**src/rtl/fetch_stage.sv**
```systemverilog
// -----------------------------------------------------------------------------
// fetch_stage
//   Instruction fetch stage feeding the decoder. Holds the PC, keeps at most one
//   word-read outstanding to instruction memory, and buffers the responses in a
//   small prefetch FIFO. The FIFO head drives the decoder's IR input. A redirect
//   flushes the FIFO, reloads the PC and discards any response still in flight.
//
// Parameters
//   ADDR_W    width of the PC / instruction memory word address
//   DEPTH     prefetch FIFO entries (power of two, >= 2)
//   RESET_PC  PC loaded on reset
//
// Ports
//   i_clk, i_reset_n   clock (rising edge), asynchronous active-low reset
//   o_imem_req         one-cycle read request strobe
//   o_imem_addr        word address of the request (meaningful while o_imem_req=1)
//   i_imem_ack         one-cycle response strobe, in order, >= 1 cycle after req
//   i_imem_data        instruction word returned with i_imem_ack
//   i_stall            downstream does not accept the FIFO head this cycle
//   i_redirect         flush and restart fetching at i_redirect_pc
//   i_redirect_pc      new fetch address
//   o_ir, o_pc         FIFO head instruction and its address (zero when empty)
//   o_valid            FIFO non-empty
// -----------------------------------------------------------------------------
module fetch_stage #(
  parameter int                ADDR_W   = 16,
  parameter int                DEPTH    = 2,
  parameter logic [ADDR_W-1:0] RESET_PC = '0
) (
  input  logic              i_clk,
  input  logic              i_reset_n,
  output logic              o_imem_req,
  output logic [ADDR_W-1:0] o_imem_addr,
  input  logic              i_imem_ack,
  input  logic [31:0]       i_imem_data,
  input  logic              i_stall,
  input  logic              i_redirect,
  input  logic [ADDR_W-1:0] i_redirect_pc,
  output logic [31:0]       o_ir,
  output logic [ADDR_W-1:0] o_pc,
  output logic              o_valid
);

  localparam int PTR_W = $clog2(DEPTH);
  localparam int CNT_W = $clog2(DEPTH + 1);

  // FETCH: nothing outstanding; WAIT: one response expected and kept;
  // DROP: one response expected but it belongs to a flushed stream.
  localparam logic [1:0] S_FETCH = 2'd0;
  localparam logic [1:0] S_WAIT  = 2'd1;
  localparam logic [1:0] S_DROP  = 2'd2;

  logic [1:0]        state, state_nxt;
  logic [ADDR_W-1:0] pc;
  logic [ADDR_W-1:0] req_pc;
  logic [PTR_W-1:0]  rd_ptr, wr_ptr;
  logic [CNT_W-1:0]  count, count_after_pop;
  logic              fifo_nonempty, pop, push, issue;

  logic [31:0]       fifo_ir [DEPTH];
  logic [ADDR_W-1:0] fifo_pc [DEPTH];

  assign fifo_nonempty = (count != '0);

  // A redirect suppresses both pop and push: the FIFO is being cleared anyway.
  assign pop  = fifo_nonempty && !i_stall && !i_redirect;
  assign push = (state == S_WAIT) && i_imem_ack && !i_redirect;

  // A slot freed by this cycle's pop may be claimed by this cycle's request.
  assign count_after_pop = count - CNT_W'(pop);

  // Reset gates the strobe so no request escapes while the block is held in
  // reset (state already reads FETCH with an empty FIFO).
  assign issue = i_reset_n && (state == S_FETCH) && !i_redirect &&
                 (count_after_pop < CNT_W'(DEPTH));

  assign o_imem_req  = issue;
  assign o_imem_addr = pc;

  always_comb begin
    state_nxt = state;
    case (state)
      S_FETCH: if (issue) state_nxt = S_WAIT;
      // An ack arriving with a redirect closes the request; its data is lost
      // because push is blocked by the redirect.
      S_WAIT: begin
        if (i_imem_ack)      state_nxt = S_FETCH;
        else if (i_redirect) state_nxt = S_DROP;
      end
      S_DROP:  if (i_imem_ack) state_nxt = S_FETCH;
      default: state_nxt = S_FETCH;
    endcase
  end

  // NOTE: sequential state uses non-blocking assignments so every register
  // samples pre-edge values regardless of block evaluation order.
  always_ff @(posedge i_clk or negedge i_reset_n) begin
    if (!i_reset_n) begin
      state  <= S_FETCH;
      pc     <= RESET_PC;
      req_pc <= '0;
      rd_ptr <= '0;
      wr_ptr <= '0;
      count  <= '0;
    end else begin
      state <= state_nxt;
      if (i_redirect) begin
        pc     <= i_redirect_pc;
        rd_ptr <= '0;
        wr_ptr <= '0;
        count  <= '0;
      end else begin
        if (issue) begin
          pc     <= pc + ADDR_W'(1);
          req_pc <= pc;
        end
        // Pointers wrap naturally because DEPTH is a power of two.
        if (push) wr_ptr <= wr_ptr + PTR_W'(1);
        if (pop)  rd_ptr <= rd_ptr + PTR_W'(1);
        count <= count_after_pop + CNT_W'(push);
      end
    end
  end

  // NOTE: the FIFO storage has no reset; an entry is only read once count says
  // it was written, so clearing it would buy nothing but reset fan-out.
  always_ff @(posedge i_clk) begin
    if (push) begin
      fifo_ir[wr_ptr] <= i_imem_data;
      fifo_pc[wr_ptr] <= req_pc;
    end
  end

  assign o_valid = fifo_nonempty;
  assign o_ir    = fifo_nonempty ? fifo_ir[rd_ptr] : 32'h0;
  assign o_pc    = fifo_nonempty ? fifo_pc[rd_ptr] : '0;

endmodule
```
**config.mk**
```make
export PLATFORM = sky130hd
export DESIGN_NAME = fetch_stage
export DESIGN_NICKNAME = d
export VERILOG_FILES = /design/src/rtl/fetch_stage.sv
export SDC_FILE = /design/constraint.sdc
export NUM_CORES = 1
export LEC_CHECK = 0
export BUFFER_PORTS_ARGS = -buffer_cell sky130_fd_sc_hd__clkbuf_2
export CAP_MARGIN = 25
export CORE_UTILIZATION = 58
export DETAILED_ROUTE_END_ITERATION = 10
export PLACE_DENSITY = 0.84
export SETUP_SLACK_MARGIN = 0.3
export SYNTH_ARGS = -nofsm -noshare
export SYNTH_HDL_FRONTEND = slang
export SYNTH_SLANG_ARGS = --single-unit
```
**constraint.sdc**
```tcl
create_clock -name i_clk -period 7.8 [get_ports i_clk]
set_input_delay 0.39 -clock i_clk [delete_from_list [all_inputs] [get_ports i_clk]]
set_output_delay 0.39 -clock i_clk [all_outputs]
set_load 0.05 [all_outputs]
```
# Word level (Yosys, flattened, before mapping)
# Memories as Yosys holds them, arrays and structs flattened.
# Cells that the tools add are included.
[totals]
out_inout_bits = 66
mem_count = 2
ff_bits = 38
mem_bits_rw = 96
word_cells = 52
[memory_table]
columns = ["name", "depth", "width", "rd", "rd_ports_with_merged_regs", "write_ports", "line_no", "text"]
rows = [
  ["fifo_ir", 2, 32, 1, 0, 1, "60", "logic [31:0] fifo_ir [DEPTH];"],
  ["fifo_pc", 2, 16, 1, 0, 1, "61", "logic [ADDR_W-1:0] fifo_pc [DEPTH];"],
]
[classes]
bitwise_logic = 1
n_addsub = 5
reduce_logical = 16
n_mux = 16
magnitude_cmp = 1
eq_ne = 5
[ops]
columns = ["cell", "n"]
rows = [
  ["16-bit two-way mux", 3],
  ["32-bit two-way mux", 1],
  ["16-bit by 1-bit adder with 16-bit output, second input constant", 1],
  ["2-bit two-way mux", 5],
  ["2-bit nonzero test", 4],
  ["1-bit logical AND", 7],
  ["1-bit two-way mux", 6],
  ["2-bit one-hot mux with 3 select lines", 1],
  ["2-bit inequality test, second input constant", 2],
  ["3-bit inequality test, second input constant", 1],
  ["3-bit AND reduction", 1],
  ["1-bit adder, second input constant", 2],
  ["2-bit by 1-bit adder with 2-bit output", 1],
  ["2-bit by 1-bit equality test with 1-bit output, second input constant", 1],
  ["2-bit equality test, second input constant", 1],
  ["1-bit zero test", 2],
  ["2-bit zero test", 1],
  ["2-bit less-than comparator, second input constant", 1],
  ["2-bit AND reduction", 1],
  ["2-bit by 1-bit subtractor with 2-bit output", 1],
  ["1-bit inverter", 1],
]

# Logic depth before layout (Yosys ltp)
# Gate-level depths: netlist of run 1.
[logic_depth]
ltp_word = 8
mapped_depth = 11

# Worst setup path before layout of run 1
# OpenSTA, ideal clock, no wires.
[synth_path]
kind = "input -> register"
from = "input port i_redirect"
to = "memory fifo_ir[0][0], enable pin"
arrival_time_ps = 3031
path_stages = 4
path_buffers = 1
setup_slack_ps = 4310
cell_sequence = "buf_1 inv_2 and3_1 nor2b_1"
[synth_via]
elab_chain_cells = 4
[synth_lines]
columns = ["item", "line_no", "text"]
rows = [
  ["start: declaration", "37", "input logic i_redirect,"],
  ["1-bit zero test", "67", "assign push = (state == S_WAIT) && i_imem_ack && !i_redirect;"],
  ["1-bit logical AND", "67", ""],
  ["1-bit two-way mux", "128", "if (push) begin"],
  ["1-bit two-way mux (not written as such)", "129", "fifo_ir[wr_ptr] <= i_imem_data;"],
  ["end: declaration", "60", ""],
]
# Every way passes these cells.

# Final worst setup path of run 1
[layout_path]
from = "register count[1]"
to = "output port o_imem_req"
[layout_via]
elab_chain_cells = 6
[layout_lines]
columns = ["item", "line_no", "text"]
rows = [
  ["start: declaration", "57", "logic [CNT_W-1:0] count, count_after_pop;"],
  ["start signal: assignment", "120", "count <= count_after_pop + CNT_W'(push);"],
  ["2-bit nonzero test", "63", "assign fifo_nonempty = (count != '0);"],
  ["1-bit logical AND (2 in a row)", "66", "assign pop = fifo_nonempty && !i_stall && !i_redirect;"],
  ["2-bit by 1-bit subtractor with 2-bit output (*)", "70", "assign count_after_pop = count - CNT_W'(pop);"],
  ["2-bit less-than comparator (*)", "75", "(count_after_pop < CNT_W'(DEPTH));"],
  ["1-bit logical AND (*)", "74", "assign issue = i_reset_n && (state == S_FETCH) && !i_redirect &&"],
  ["end: declaration", "32", "output logic o_imem_req,"],
]
# Mark *: on every way between the ends. The rest lies on a longest branch, timed or not.

==> results.json, run 1 <==
{
  "pin_count": 119,
  "synthSimpleGateAreaFrac": 0.119,
  "ys.flop_type": "edfxtp_1",
  "ir_drop_v": 0.000144,
  "nets": 585,
  "rsz0062_at_grt": "no",
  "synth_cells": 404,
  "route.detailed.drc": 0,
  "cp_cell_sequence": "nor2_4, nor3_1, ha_1, xnor2_1, nand2_1, buf_16, inv_2, clkbuf_2",
  "worstRegToRegCells": 9,
  "required_ns": 7.41,
  "grt_max_degree": 49,
  "critPathMaxFanout": 32,
  "skew_ns": 0.0103,
  "relSlewSlack": 0.466,
  "ctsResizeCount": 0,
  "synth_async_sr_flop_share": 0.284,
  "synth_top_family_by_area": "simple AND/OR/NAND/NOR gates",
  "drt-pass1-iter-count": 4,
  "die_w_um": 99.1,
  "setup_violations": 0,
  "ant_nets": 0,
  "r2r-start": "count[1]",
  "std_cell_rows": 35,
  "fmax_mhz": 294,
  "cpPeakStageDelay_ns": 0.44,
  "vias": 3702,
  "drive_above_1_share": 0.301,
  "worst_path_max_delay_cell": "dfrtp_1",
  "timing.rr.end": "o_imem_addr[9]",
  "place_congestion": 0.825,
  "synth_area_per_cell_um2": 13.5,
  "placed_cell_area_mm2": 0.00620,
  "crit_type": "flip-flop to primary output",
  "wl_um": 11300,
  "finish.instance_area_mm2": 0.00691,
  "wl_per_cell_um": 17.4,
  "grt_pass1_wl_um": 17600,
  "port_buffers": 118,
  "grt_pass1_vias": 3552,
  "cts_made_buffers": 17,
  "critPathArrivalTime_ns": 3.01,
  "antenna_found_initial": 0,
  "final_max_slew_viol_count": 0,
  "synth_compound_area_frac": 0.0476,
  "finalHoldViolations": 0,
  "maxCapViolCount": 0,
  "tns_ns": 0,
  "worstSetupStartpoint": "count[1]",
  "synth_edf_count": 96,
  "syn-cell-area_mm2": 0.00547,
  "cp-start-kind": "flip-flop",
  "r2r_slack_ns": 5.24,
  "ctsHoldBuffers": 1,
  "clock-sinks": 134,
  "power_uw": 2070,
  "grt_overflow": 0,
  "ys_seq_area_frac": 0.701,
  "p_leak_uw": 0.00285,
  "yosys_warnings": 0,
  "worstSkewPairLatency_ns": 0.51,
  "ys_seq_elements": 134,
  "endpoint": "o_imem_req",
  "clk_pin_slew_ns": 0.06,
  "min_period_ns": 3.40,
  "dp_hpwl_um": 6760,
  "die_area_mm2": 0.00981,
  "end_kind": "primary output",
  "vias_per_cell": 5.68,
  "dieHeight_um": 99.1,
  "synth_cell_types": 41,
  "clockRootBuffer": "clkbuf_8",
  "diodes": 0,
  "status": "complete, no violations",
  "path_delay_family": "buffers and inverters",
  "path_depth": 8,
  "syn-num-nets": 460,
  "cts_buffer_depth": 2,
  "cts_tree": "yes",
  "core_area_mm2": 0.00920,
  "synth_xor_area_frac": 0.00641,
  "worst-path-buf-inv": 3,
  "post-route-period-util": 0.436,
  "hold_class": "primary input to flip-flop",
  "syn_to_final_growth_pct": 26.4,
  "synthAdderAreaFrac": 0.00687,
  "tightest_slew_ns": 0.801,
  "initial_core_util": 0.594,
  "htreeDepth": 4,
  "track_usage": 0.240,
  "power_density_mw_per_mm2": 300,
  "muxShareOfSynthArea": 0.0973,
  "detailedRoute.firstIterationViolations": 202,
  "cts_setup_buffers": 0
}
synth_stat cells, drive strengths merged (2+ instances only):
cell	number	area (µm²)
edfxtp	96	2880
nor2	54	203
mux2i	52	521
nand2	48	180
dfrtp	38	951
inv	11	41.3
clkbuf	10	37.5
o21ai	10	50.0
buf	9	38.8
nand3	9	45.0
nand4	7	43.8
a221o	6	60.1
nor3	6	30.0
a21oi	5	25.0
nor2b	5	31.3
and3	4	25.0
a21o	3	22.5
a32oi	3	26.3
ha	3	37.5
a211o	2	17.5
nor4	2	18.8
o311ai	2	17.5
or3	2	12.5
or4	2	15.0
xnor2	2	17.5
xor2	2	17.5
cell type report:
type	count	area (µm²)
well taps	111	139
clock inverters	13	254
fillers	563	2290
multi-input cells	240	1530
repair buffers	125	691
inverters	11	41.3
flip-flops and latches	134	3830
clock buffers	18	418
registers in the layout, summed over array words and instances, names as in the netlist:
register / flops
wr_ptr: 1
o_imem_addr: 16
rd_ptr: 1
fifo_pc: 32
fifo_ir: 64
state: 2
req_pc: 16
count: 2
placed cells by master, fill, tap and decap left out, types with 5 or more instances in the layout:
cell type and n:
a21oi_1 5, a221o_1 6, bufinv_16 7, clkbuf_16 16, clkbuf_2 118, dfrtp_1 37, edfxtp_1 96, inv_1 8
mux2i_1 52, nand2_1 48, nand3_1 9, nand4_1 7, nor2_1 53, nor3_1 6, o21ai_1 7
routing by layer:
metal  up-vias  track usage  part of all wire
met1      1808        0.323              0.43
met2       150        0.377              0.49
met3        16       0.0652             0.059
met5         -            0                 0
li1       1728            -                 -
met4         0       0.0962             0.014
cell families after synthesis:
kind of cell	count (synthesis)
XOR/XNOR	4
multiplexers	53
AO/OA/AOI/OAI	36
flip-flops	134
AND/OR/NAND/NOR	144
adder cells (fa/ha/maj)	3
buffers and inverters	30
power by group:
group / switching (µW) / total (µW) / internal, µW
combinational: 212 / 295 / 82.3
clock: 289 / 903 / 614
sequential: 49.8 / 877 / 827
total: 551 / 2070 / 1520
stage by stage:
step,utilization,std cells,worst slack (ns),hold WS [ns]
4_1_cts,0.748,651,3.84,0.0517
5_1_grt,0.751,652,4.24,0.0513
2_1_floorplan,-,404,4.31,0.0944
3_5_place_dp,0.674,619,4.29,0.461
6_report,0.751,652,4.40,0.0691
3_3_place_gp,0.670,617,3.97,0.453
worst min path at each step:
stage               depth (start not counted)           start              to
floorplan                                   0       i_reset_n        count[0]
global placement                            0      req_pc[11]  fifo_pc[0][11]
detailed placement                          0       req_pc[7]   fifo_pc[1][7]
CTS                                         1  i_imem_data[5]   fifo_ir[0][5]
global route                                1  i_imem_data[2]   fifo_ir[1][2]
finish                                      1  i_imem_data[5]   fifo_ir[0][5]
Note: power is estimated with default switching activity, not from simulation.
==> inputs of run 2 (changes only) <==
--- a/config.mk
+++ b/config.mk
@@ -5,11 +5,12 @@
 export SDC_FILE = /design/constraint.sdc
 export NUM_CORES = 1
 export LEC_CHECK = 0
+export ABC_AREA = 1
 export BUFFER_PORTS_ARGS = -buffer_cell sky130_fd_sc_hd__clkbuf_2
 export CAP_MARGIN = 25
-export CORE_UTILIZATION = 58
+export CORE_UTILIZATION = 54
 export DETAILED_ROUTE_END_ITERATION = 10
-export PLACE_DENSITY = 0.84
+export PLACE_DENSITY = 0.79
 export SETUP_SLACK_MARGIN = 0.3
 export SYNTH_ARGS = -nofsm -noshare
 export SYNTH_HDL_FRONTEND = slang
==> constraint.sdc (replaced) <==
create_clock -name i_clk -period 3.5 [get_ports i_clk]
set_input_delay 0.175 -clock i_clk [delete_from_list [all_inputs] [get_ports i_clk]]
set_output_delay 0.175 -clock i_clk [all_outputs]
set_load 0.05 [all_outputs]
==> run 2 against run 1 <==
Sequential power rose by 120%. Hold slack improved by 0.018 ns. Sequential cell count did not move. Combinational power rose to 2.6 times the previous value. Register-to-register slack got worse by 4.1 ns. Sequential share of layout area fell by 3.9 points. Clock-buffer cell count rose by 1. Via count rose by 19%.
==> results.json, run 2 <==
{
  "htreeDepth": 4,
  "muxShareOfSynthArea": 0,
  "r2r_slack_ns": 1.14,
  "wl_um": 12100,
  "tns_ns": 0,
  "yosysMostFrequentCell": "nand2_1",
  "vias": 4398,
  "cts_buffer_depth": 2,
  "finalHoldViolations": 0,
  "synth_async_sr_flop_share": 0.284,
  "diodes": 0,
  "detailedRoute.firstIterationViolations": 359,
  "synth_compound_area_frac": 0.0634,
  "post-route-period-util": 0.805,
  "status": "complete, no violations",
  "finish.instance_area_mm2": 0.00743,
  "synth_cells": 536,
  "route.detailed.drc": 0,
  "ys.flop_type": "edfxtp_1",
  "dieHeight_um": 104,
  "largest_register_ffs": 64,
  "die_w_um": 104,
  "synth_xor_area_frac": 0.00314,
  "track_usage": 0.235,
  "ys_top_cells_by_area": "edfxtp_1, dfrtp_1, nand2_1",
  "cts_tree": "yes",
  "antenna_found_initial": 0,
  "r2r-start": "count[1]",
  "yosysTopAreaCell": "edfxtp_1",
  "ys_seq_area_frac": 0.686,
  "clock-sinks": 134,
  "switchingPower_uw": 1340,
  "dp_hpwl_um": 7070,
  "clk_pin_slew_ns": 0.06,
  "syn_to_final_growth_pct": 33.0,
  "ant_nets": 0,
  "wl_per_cell_um": 14.2,
  "final_cell_mix": "nand2_1, clkbuf_2, edfxtp_1",
  "finish.utilization": 0.750,
  "reg_top3": "fifo_ir (64), fifo_pc (32)",
  "grt_max_degree": 51,
  "ir_drop_v": 0.000289,
  "n_fill_cell": 645,
  "pin_count": 119,
  "synthDominantCellAreaShare": 0.516,
  "synth_cell_types": 26,
  "worstSkewPairLatency_ns": 0.51,
  "timing.rr.end": "o_imem_addr[12]",
  "synthAdderAreaFrac": 0.00672,
  "cts_made_buffers": 17,
  "tightest_slew_ns": 0.838,
  "syn-cell-area_mm2": 0.00559,
  "rsz0062_at_grt": "no",
  "syn-num-nets": 592,
  "setup_violations": 0,
  "maxCapViolCount": 0,
  "drive_above_1_share": 0.232,
  "critPathMaxFanout": 22,
  "skew_ns": 0.00739,
  "grt_pass1_wl_um": 19700,
  "intPower_uw": 3230,
  "port_buffers": 118,
  "p_comb_frac": 0.171,
  "vias_per_cell": 5.16,
  "layout_commonest_cell": "nand2_1",
  "setup_ws_ns": 0.684,
  "synth_area_per_cell_um2": 10.4,
  "ys_seq_elements": 134,
  "nets": 763,
  "end_kind": "primary output",
  "switching_share": 0.293,
  "synth_edf_count": 96,
  "seq_area_mm2": 0.00383,
  "die_area_mm2": 0.0108,
  "multi_input_area_mm2": 0.00156,
  "power_density_mw_per_mm2": 615,
  "initial_core_util": 0.564,
  "required_ns": 3.32,
  "place_congestion": 0.910,
  "drt-pass1-iter-count": 7,
  "synth_top_family_by_area": "simple AND/OR/NAND/NOR gates",
  "critPathArrivalTime_ns": 2.64,
  "hold_class": "primary input to asynchronous set/reset pin",
  "synthSimpleGateAreaFrac": 0.201,
  "grt_pass1_vias": 4149,
  "synthTopCellsByCount": "nand2_1, edfxtp_1, a21oi_1",
  "clockRootBuffer": "clkbuf_8",
  "fmax_mhz": 355,
  "yosys_warnings": 0,
  "crit_type": "flip-flop to primary output",
  "min_period_ns": 2.82,
  "p_leak_uw": 0.00324,
  "p_seq_frac": 0.429,
  "cp-start-kind": "flip-flop",
  "core_area_mm2": 0.00991,
  "placed_cell_area_mm2": 0.00630,
  "final_max_slew_viol_count": 0,
  "relSlewSlack": 0.441,
  "grt_overflow": 0,
  "std_cell_rows": 36,
  "worstRegToRegCells": 12,
  "dp_slack_ns": 1.26,
  "clkPwrFrac": 0.400,
  "top_register": "fifo_ir"
}
-- run 2: layer usage --
layer | global-route usage | vias to the layer above | share of wire
li1 | - | 2136 | -
met1 | 0.308 | 2053 | 0.41
met2 | 0.385 | 189 | 0.50
met3 | 0.0535 | 20 | 0.066
met4 | 0.0898 | 0 | 0.016
met5 | 0 | - | 0
-- run 2: metrics by stage --
step	hold WS [ns]	power [µW]	std cells
after floorplan	-0.121	2510	536
after global placement	0.0709	2700	770
after detailed placement	0.0791	2720	770
after CTS	0.0718	4590	853
after global routing	0.0880	4740	853
final	0.0872	4570	853
-- run 2: layout make-up --
| cell class | instances | area share |
|---|---|---|
| sequential | 134 | 0.516 |
| multi-input combinational | 350 | 0.210 |
| timing repair buffer | 175 | 0.154 |
| clock buffer | 19 | 0.0567 |
| clock inverter | 13 | 0.0263 |
| tap | 133 | 0.0224 |
| inverter | 29 | 0.0146 |
-- run 2: how the worst max path moves through the flow --
stage	from	endpoint	slack [ns]	cells past startpoint
2_1_floorplan	state[1]	fifo_ir[1][0]	0.61	3
3_3_place_gp	count[1]	o_imem_addr[11]	1.45	12
3_5_place_dp	count[1]	o_imem_addr[12]	1.26	11
4_1_cts	count[1]	o_imem_req	0.68	10
5_1_grt	count[1]	o_imem_req	0.54	10
6_report	count[1]	o_imem_req	0.68	10
-- run 2: logic make-up after synthesis --
kind of cell / after synthesis
simple gates: 276
flops: 134
compound gates: 69
buf+inv: 52
fa+ha+maj: 3
xor+xnor: 2
-- run 2: timing repair --
| item | 4_1_cts | 5_1_grt |
|---|---|---|
| hold buffers | 51 | 0 |
| endpoints found under the setup margin | 0 | 0 |
| resized for setup | 0 | 0 |
| endpoints found under the hold margin | 121 | 0 |
| buffers inserted | 0 | 0 |
-- run 2: power groups by stage --
stage,logic (µW),registers [µW],clock network (µW)
after floorplan,446,2060,0
after global placement,715,1980,0
after detailed placement,729,1990,0
after CTS,780,1960,1850
after global routing,846,1980,1920
final,780,1960,1830
-- run 2: worst max-delay path: stages (launching register included) --
cell and delay [ns]:
dfrtp_1 0.43, nor2_4 0.06, or2_2 0.30, nor2_1 0.18, ha_1 0.27, inv_1 0.08, nand2_1 0.06, nand2_1 0.06
nor2_2 0.09, buf_4 0.27, clkbuf_2 0.33
